===== config.mk =====
export PLATFORM = sky130hd
export DESIGN_NAME = lifo_stack
export DESIGN_NICKNAME = d
export VERILOG_FILES = /design/src/rtl/cpu_pkg.sv /design/src/rtl/stack_mem.sv /design/src/rtl/lifo_stack.sv
export SDC_FILE = /design/constraint.sdc
export NUM_CORES = 1
export LEC_CHECK = 0
export ABC_AREA = 1
export CAP_MARGIN = 5
export CELL_PAD_IN_SITES_DETAIL_PLACEMENT = 1
export CELL_PAD_IN_SITES_GLOBAL_PLACEMENT = 1
export CORE_ASPECT_RATIO = 1.4
export CORE_UTILIZATION = 48
export CTS_CLUSTER_DIAMETER = 30
export DETAILED_ROUTE_END_ITERATION = 12
export PLACE_DENSITY_LB_ADDON = 0.12
export SLEW_MARGIN = 20
export SYNTH_ARGS = -nofsm -noshare
export SYNTH_HDL_FRONTEND = slang
export SYNTH_HIERARCHICAL = 1
export SYNTH_SLANG_ARGS = --single-unit

===== constraint.sdc =====
create_clock -name clk -period 3.9 [get_ports clk]
set_input_delay 0.78 -clock clk [delete_from_list [all_inputs] [get_ports clk]]
set_output_delay 0.78 -clock clk [all_outputs]
set_load 0.01 [all_outputs]

===== src/rtl/cpu_pkg.sv =====
// Stack-operation encoding shared by the LIFO stacks and the CPU control FSM.
package cpu_pkg;

    typedef enum logic [1:0] {
        IDLE    = 2'b00,
        PUSH    = 2'b01,
        POP     = 2'b10,
        REPLACE = 2'b11
    } stack_op_e;

    function automatic stack_op_e decode_stack_op(input logic push, input logic pop);
        return stack_op_e'({pop, push});
    endfunction

endpackage


===== src/rtl/stack_mem.sv =====
// Single-write-port, asynchronous-read register array backing the LIFO stack.
module stack_mem #(
    parameter int WIDTH_DATA = 16,
    parameter int DEPTH      = 16,
    parameter int AW         = $clog2(DEPTH)
) (
    input  logic                  clk,
    input  logic                  we,
    input  logic [AW-1:0]         waddr,
    input  logic [WIDTH_DATA-1:0] wdata,
    input  logic [AW-1:0]         raddr,
    output logic [WIDTH_DATA-1:0] rdata
);

    logic [WIDTH_DATA-1:0] mem [DEPTH];

    always_ff @(posedge clk) begin
        if (we) begin
            mem[waddr] <= wdata;
        end
    end

    assign rdata = mem[raddr];

endmodule


===== src/rtl/lifo_stack.sv =====
// Hardware LIFO with registered top-of-stack, full/empty status and sticky
// overflow/underflow flags; push and pop are accepted every cycle.
module lifo_stack
    import cpu_pkg::*;
#(
    parameter int WIDTH_DATA = 16,
    parameter int DEPTH      = 16,
    parameter int CWIDTH     = $clog2(DEPTH) + 1
) (
    input  logic                  clk,
    input  logic                  reset,
    input  logic                  stack_push,
    input  logic                  stack_pop,
    input  logic [WIDTH_DATA-1:0] stack_data_in,
    output logic [WIDTH_DATA-1:0] stack_data_out,
    output logic                  stack_full,
    output logic                  stack_empty,
    output logic [CWIDTH-1:0]     stack_count,
    output logic                  stack_overflow,
    output logic                  stack_underflow
);

    localparam int AW = $clog2(DEPTH);

    logic [CWIDTH-1:0]     sp_q, sp_d;
    logic [WIDTH_DATA-1:0] top_q, top_d;
    logic                  ovf_q, ovf_d;
    logic                  udf_q, udf_d;

    logic                  mem_we;
    logic [AW-1:0]         mem_waddr;
    logic [AW-1:0]         mem_raddr;
    logic [WIDTH_DATA-1:0] mem_rdata;

    logic      full, empty;
    stack_op_e op;

    assign full  = (sp_q == CWIDTH'(DEPTH));
    assign empty = (sp_q == '0);
    assign op    = decode_stack_op(stack_push, stack_pop);

    // Word that becomes the new top after a pop: the entry below the current top.
    assign mem_raddr = AW'(sp_q - CWIDTH'(2));

    always_comb begin
        sp_d      = sp_q;
        top_d     = top_q;
        ovf_d     = ovf_q;
        udf_d     = udf_q;
        mem_we    = 1'b0;
        mem_waddr = AW'(sp_q);

        unique case (op)
            PUSH: begin
                if (full) begin
                    ovf_d = 1'b1;
                end else begin
                    mem_we = 1'b1;
                    sp_d   = sp_q + CWIDTH'(1);
                    top_d  = stack_data_in;
                end
            end
            POP: begin
                if (empty) begin
                    udf_d = 1'b1;
                end else begin
                    sp_d  = sp_q - CWIDTH'(1);
                    top_d = (sp_q >= CWIDTH'(2)) ? mem_rdata : '0;
                end
            end
            REPLACE: begin
                mem_we = 1'b1;
                top_d  = stack_data_in;
                if (empty) begin
                    // Pop half is rejected, push half still lands in slot 0.
                    sp_d  = sp_q + CWIDTH'(1);
                    udf_d = 1'b1;
                end else begin
                    mem_waddr = AW'(sp_q - CWIDTH'(1));
                end
            end
            default: begin
            end
        endcase

        if (reset) begin
            mem_we = 1'b0;
        end
    end

    always_ff @(posedge clk) begin
        if (reset) begin
            sp_q  <= '0;
            top_q <= '0;
            ovf_q <= 1'b0;
            udf_q <= 1'b0;
        end else begin
            sp_q  <= sp_d;
            top_q <= top_d;
            ovf_q <= ovf_d;
            udf_q <= udf_d;
        end
    end

    stack_mem #(
        .WIDTH_DATA (WIDTH_DATA),
        .DEPTH      (DEPTH),
        .AW         (AW)
    ) u_mem (
        .clk   (clk),
        .we    (mem_we),
        .waddr (mem_waddr),
        .wdata (stack_data_in),
        .raddr (mem_raddr),
        .rdata (mem_rdata)
    );

    assign stack_data_out  = top_q;
    assign stack_full      = full;
    assign stack_empty     = empty;
    assign stack_count     = sp_q;
    assign stack_overflow  = ovf_q;
    assign stack_underflow = udf_q;

endmodule


==> metrics <==
status finished with violations; failing checks DRC; first-pass GRT wire length 56800 um; Critical Path AT 2.29 ns; Crit Path Class reg2out; io pins 45; post-CTS setup buffer count 0; asr flop ratio synth 0; GPL Wtd Cong 0.866; synth unique cells 27; final hold viol count 0; area grow syn2layout 17.5%; Root Buffer clkbuf_16; wire length per cell 21.6 um; Syn. warnings 6; Hold Crit Start stack_overflow$_SDFFE_PP0P_; final core occ 0.578; ant diodes 0; Slew Limit Fails 0; FF-to-FF End u_mem/mem[7][15]$_DFFE_PP_; Synthesized Nets 1316; Rel. slew slack 0.243; unrepaired setup endpoints after global routing false; post-synth design cell area 12500 sq um; PortBufs 44; clock-pin slew on the worst setup and hold paths 0.05 ns; layout cells sized above 1 0.0957; EDFF count, synth 256; post-layout min period 3.07 ns; CTS tree built; design area 14700 sq um; Avg Cell Area, Syn 9.72 sq um; Post-Layout Cell Count 1699; via-per-instance ratio 5.39; total track usage 0.287; fillers 2782; hold crit path type reg2reg; fraction of the cycle the final worst path needs 0.788; via count 9150; reg2reg start stack_count[1]$_SDFFE_PP0P_; dpl hpwl 22600 um; worst hold stages 2; critical path data required time 3.12 ns; clk_lat worst skew 0.54 ns; initial antenna violation count 0; Final ANT Viol Nets 0; Max Cap Viol 0; Detailed Route WL 36800 um; vias in the first global route 9746; P per Cell Area 630 nW/um^2; CTS resizes 0; DRC viols 2; worst-margin pin slew 1.14 ns; largest net degree at the start of global routing 98; Peak Freq 325 MHz; crit path from stack_count[1]$_SDFFE_PP0P_; setup_tns 0 ns; drt first pass iters 9; share of the yosys chip area belonging to registers 0.651; crit end category primary output; clock buffer depth 3; CTS Buf Count 44; Final nets 1372; Critical Path Source Type flip-flop; die height 193 um; Die ar. 26800 sq um; grt ovf 0; worst reg2reg path depth 10; placed cell area 13300 sq um; Max VDD drop 0.471 mV; Sink Count 279; Core Area 25500 sq um; Rows 69; Initial Utilization 0.492; Worst Clk Skew 0.0139 ns; gate count after technology mapping 1289; Die Wd 139 um; drt initial violations 647; Worst Hold End stack_overflow$_SDFFE_PP0P_; crit path max fanout 16; Leak 6.34 nW; dpl cells 1618; number of setup violations in the final report 0; flip-flop and latch count after synthesis 279; CTS H-tree lvls 2; predominant post-synthesis flop cell edfxtp_1; Post-CTS Hold Buffers 0; r2r setup slk 0.87 ns
-- cells in the final DEF, fill, tap and decap left out, types with 2 or more instances in the layout --
| cell type | Yosys | final |
|---|---|---|
| inv_1 | 210 | 209 |
| nand2_1 | 409 | 409 |
| edfxtp_1 | 256 | 256 |
| o21ai_1 | 8 | 8 |
| o21ai_2 | 2 | 2 |
| ha_1 | 7 | 7 |
| nand3_1 | 213 | 213 |
| nand3b_1 | 2 | 2 |
| clkinv_2 | 0 | 2 |
| nor2_2 | 2 | 18 |
| clkdlybuf4s50_1 | 0 | 44 |
| nand4_1 | 3 | 3 |
| o21ai_0 | 10 | 10 |
| clkinv_4 | 0 | 5 |
| xor2_1 | 3 | 2 |
| buf_4 | 19 | 28 |
| clkbuf_16 | 0 | 44 |
| a21oi_1 | 2 | 2 |
| clkbuf_1 | 14 | 4 |
| nand2_2 | 2 | 2 |
| bufinv_16 | 0 | 4 |
| inv_6 | 0 | 8 |
| xnor2_1 | 2 | 2 |
| inv_2 | 5 | 5 |
| nor2_1 | 63 | 47 |
| dfxtp_1 | 23 | 22 |
| clkinvlp_4 | 0 | 6 |
| clkinv_1 | 0 | 7 |
-- power breakdown --
| group | total, mW | switching (mW) | leakage [nW] | internal (mW) |
|---|---|---|---|---|
| sequential | 3.45 | 0.0667 | 2.50 | 3.39 |
| clock | 3.82 | 1.45 | 0.687 | 2.37 |
| combinational | 1.99 | 1.43 | 3.15 | 0.565 |
-- worst max path at each step --
stage                                       endpoint  slack, ns  cells past startpoint
after CTS                                stack_empty       0.81                      5
after detailed placement   u_mem/mem[7][2]$_DFFE_PP_       0.55                     10
after global routing      u_mem/mem[7][15]$_DFFE_PP_       0.65                     10
after floorplan           u_mem/mem[12][0]$_DFFE_PP_       1.15                     10
after global placement     u_mem/mem[7][0]$_DFFE_PP_       0.66                     10
final                                    stack_empty       0.83                      5
-- critical path, cell delays in order, from the launching register on --
cell,delay (ns)
dfxtp_1,0.38
inv_2,0.29
ha_1,0.33
nand3_2,0.15
inv_1,0.08
clkdlybuf4s50_1,0.53
-- state kept, by name, indices dropped and copies added (netlist names) --
name / cells
stack_underflow: 1
stack_data_out: 16
u_mem/mem: 256
stack_overflow: 1
stack_count: 5
-- cells in the mapped netlist (7+ instances only) --
master	count	area [sq um]
o21ai_0	10	50.1
nand2_1	409	1540
edfxtp_1	256	7690
dfxtp_1	23	460
clkbuf_1	14	52.6
ha_1	7	87.6
o21ai_1	8	40.0
buf_2	23	115
buf_4	19	143
inv_1	210	788
nor2_1	63	236
nand3_1	213	1070
-- final cells by class --
type,instances,area (sq um),share of cell area
inverter,215,810,0.0550
sequential,279,8150,0.554
tap,319,399,0.0271
clock inverter,33,332,0.0225
multi-input combinational,732,3230,0.220
clock buffer,48,1120,0.0759
timing repair buffer,73,671,0.0456
-- logic make-up (layout without fill, tap and decap cells) --
group | after synthesis | after routing | share of synthesized area
XOR/XNOR | 5 | 5 | 0.00350
AO/OA/AOI/OAI | 23 | 23 | 0.00999
AND/OR/NAND/NOR | 697 | 697 | 0.234
flip-flops | 279 | 279 | 0.651
adder cells (fa/ha/maj) | 7 | 7 | 0.00699
buffers and inverters | 278 | 369 | 0.0949
-- layer usage --
metal,vias to the layer above,track usage,wire (um)
li1,4257,-,-
met1,4515,0.328,14200
met2,295,0.528,19100
met3,83,0.0452,2090
met4,0,0.138,1480
met5,-,0,0
-- metrics by stage --
step	setup slack [ns]	hold WS, ns	total power [mW]
final	0.827	0.461	9.27
after global placement	0.655	0.444	5.41
after detailed placement	0.546	0.448	5.46
after CTS	0.813	0.462	9.32
after floorplan	1.15	0.468	4.71
after global routing	0.646	0.484	9.61
Note: power is estimated with default switching activity, not from simulation.
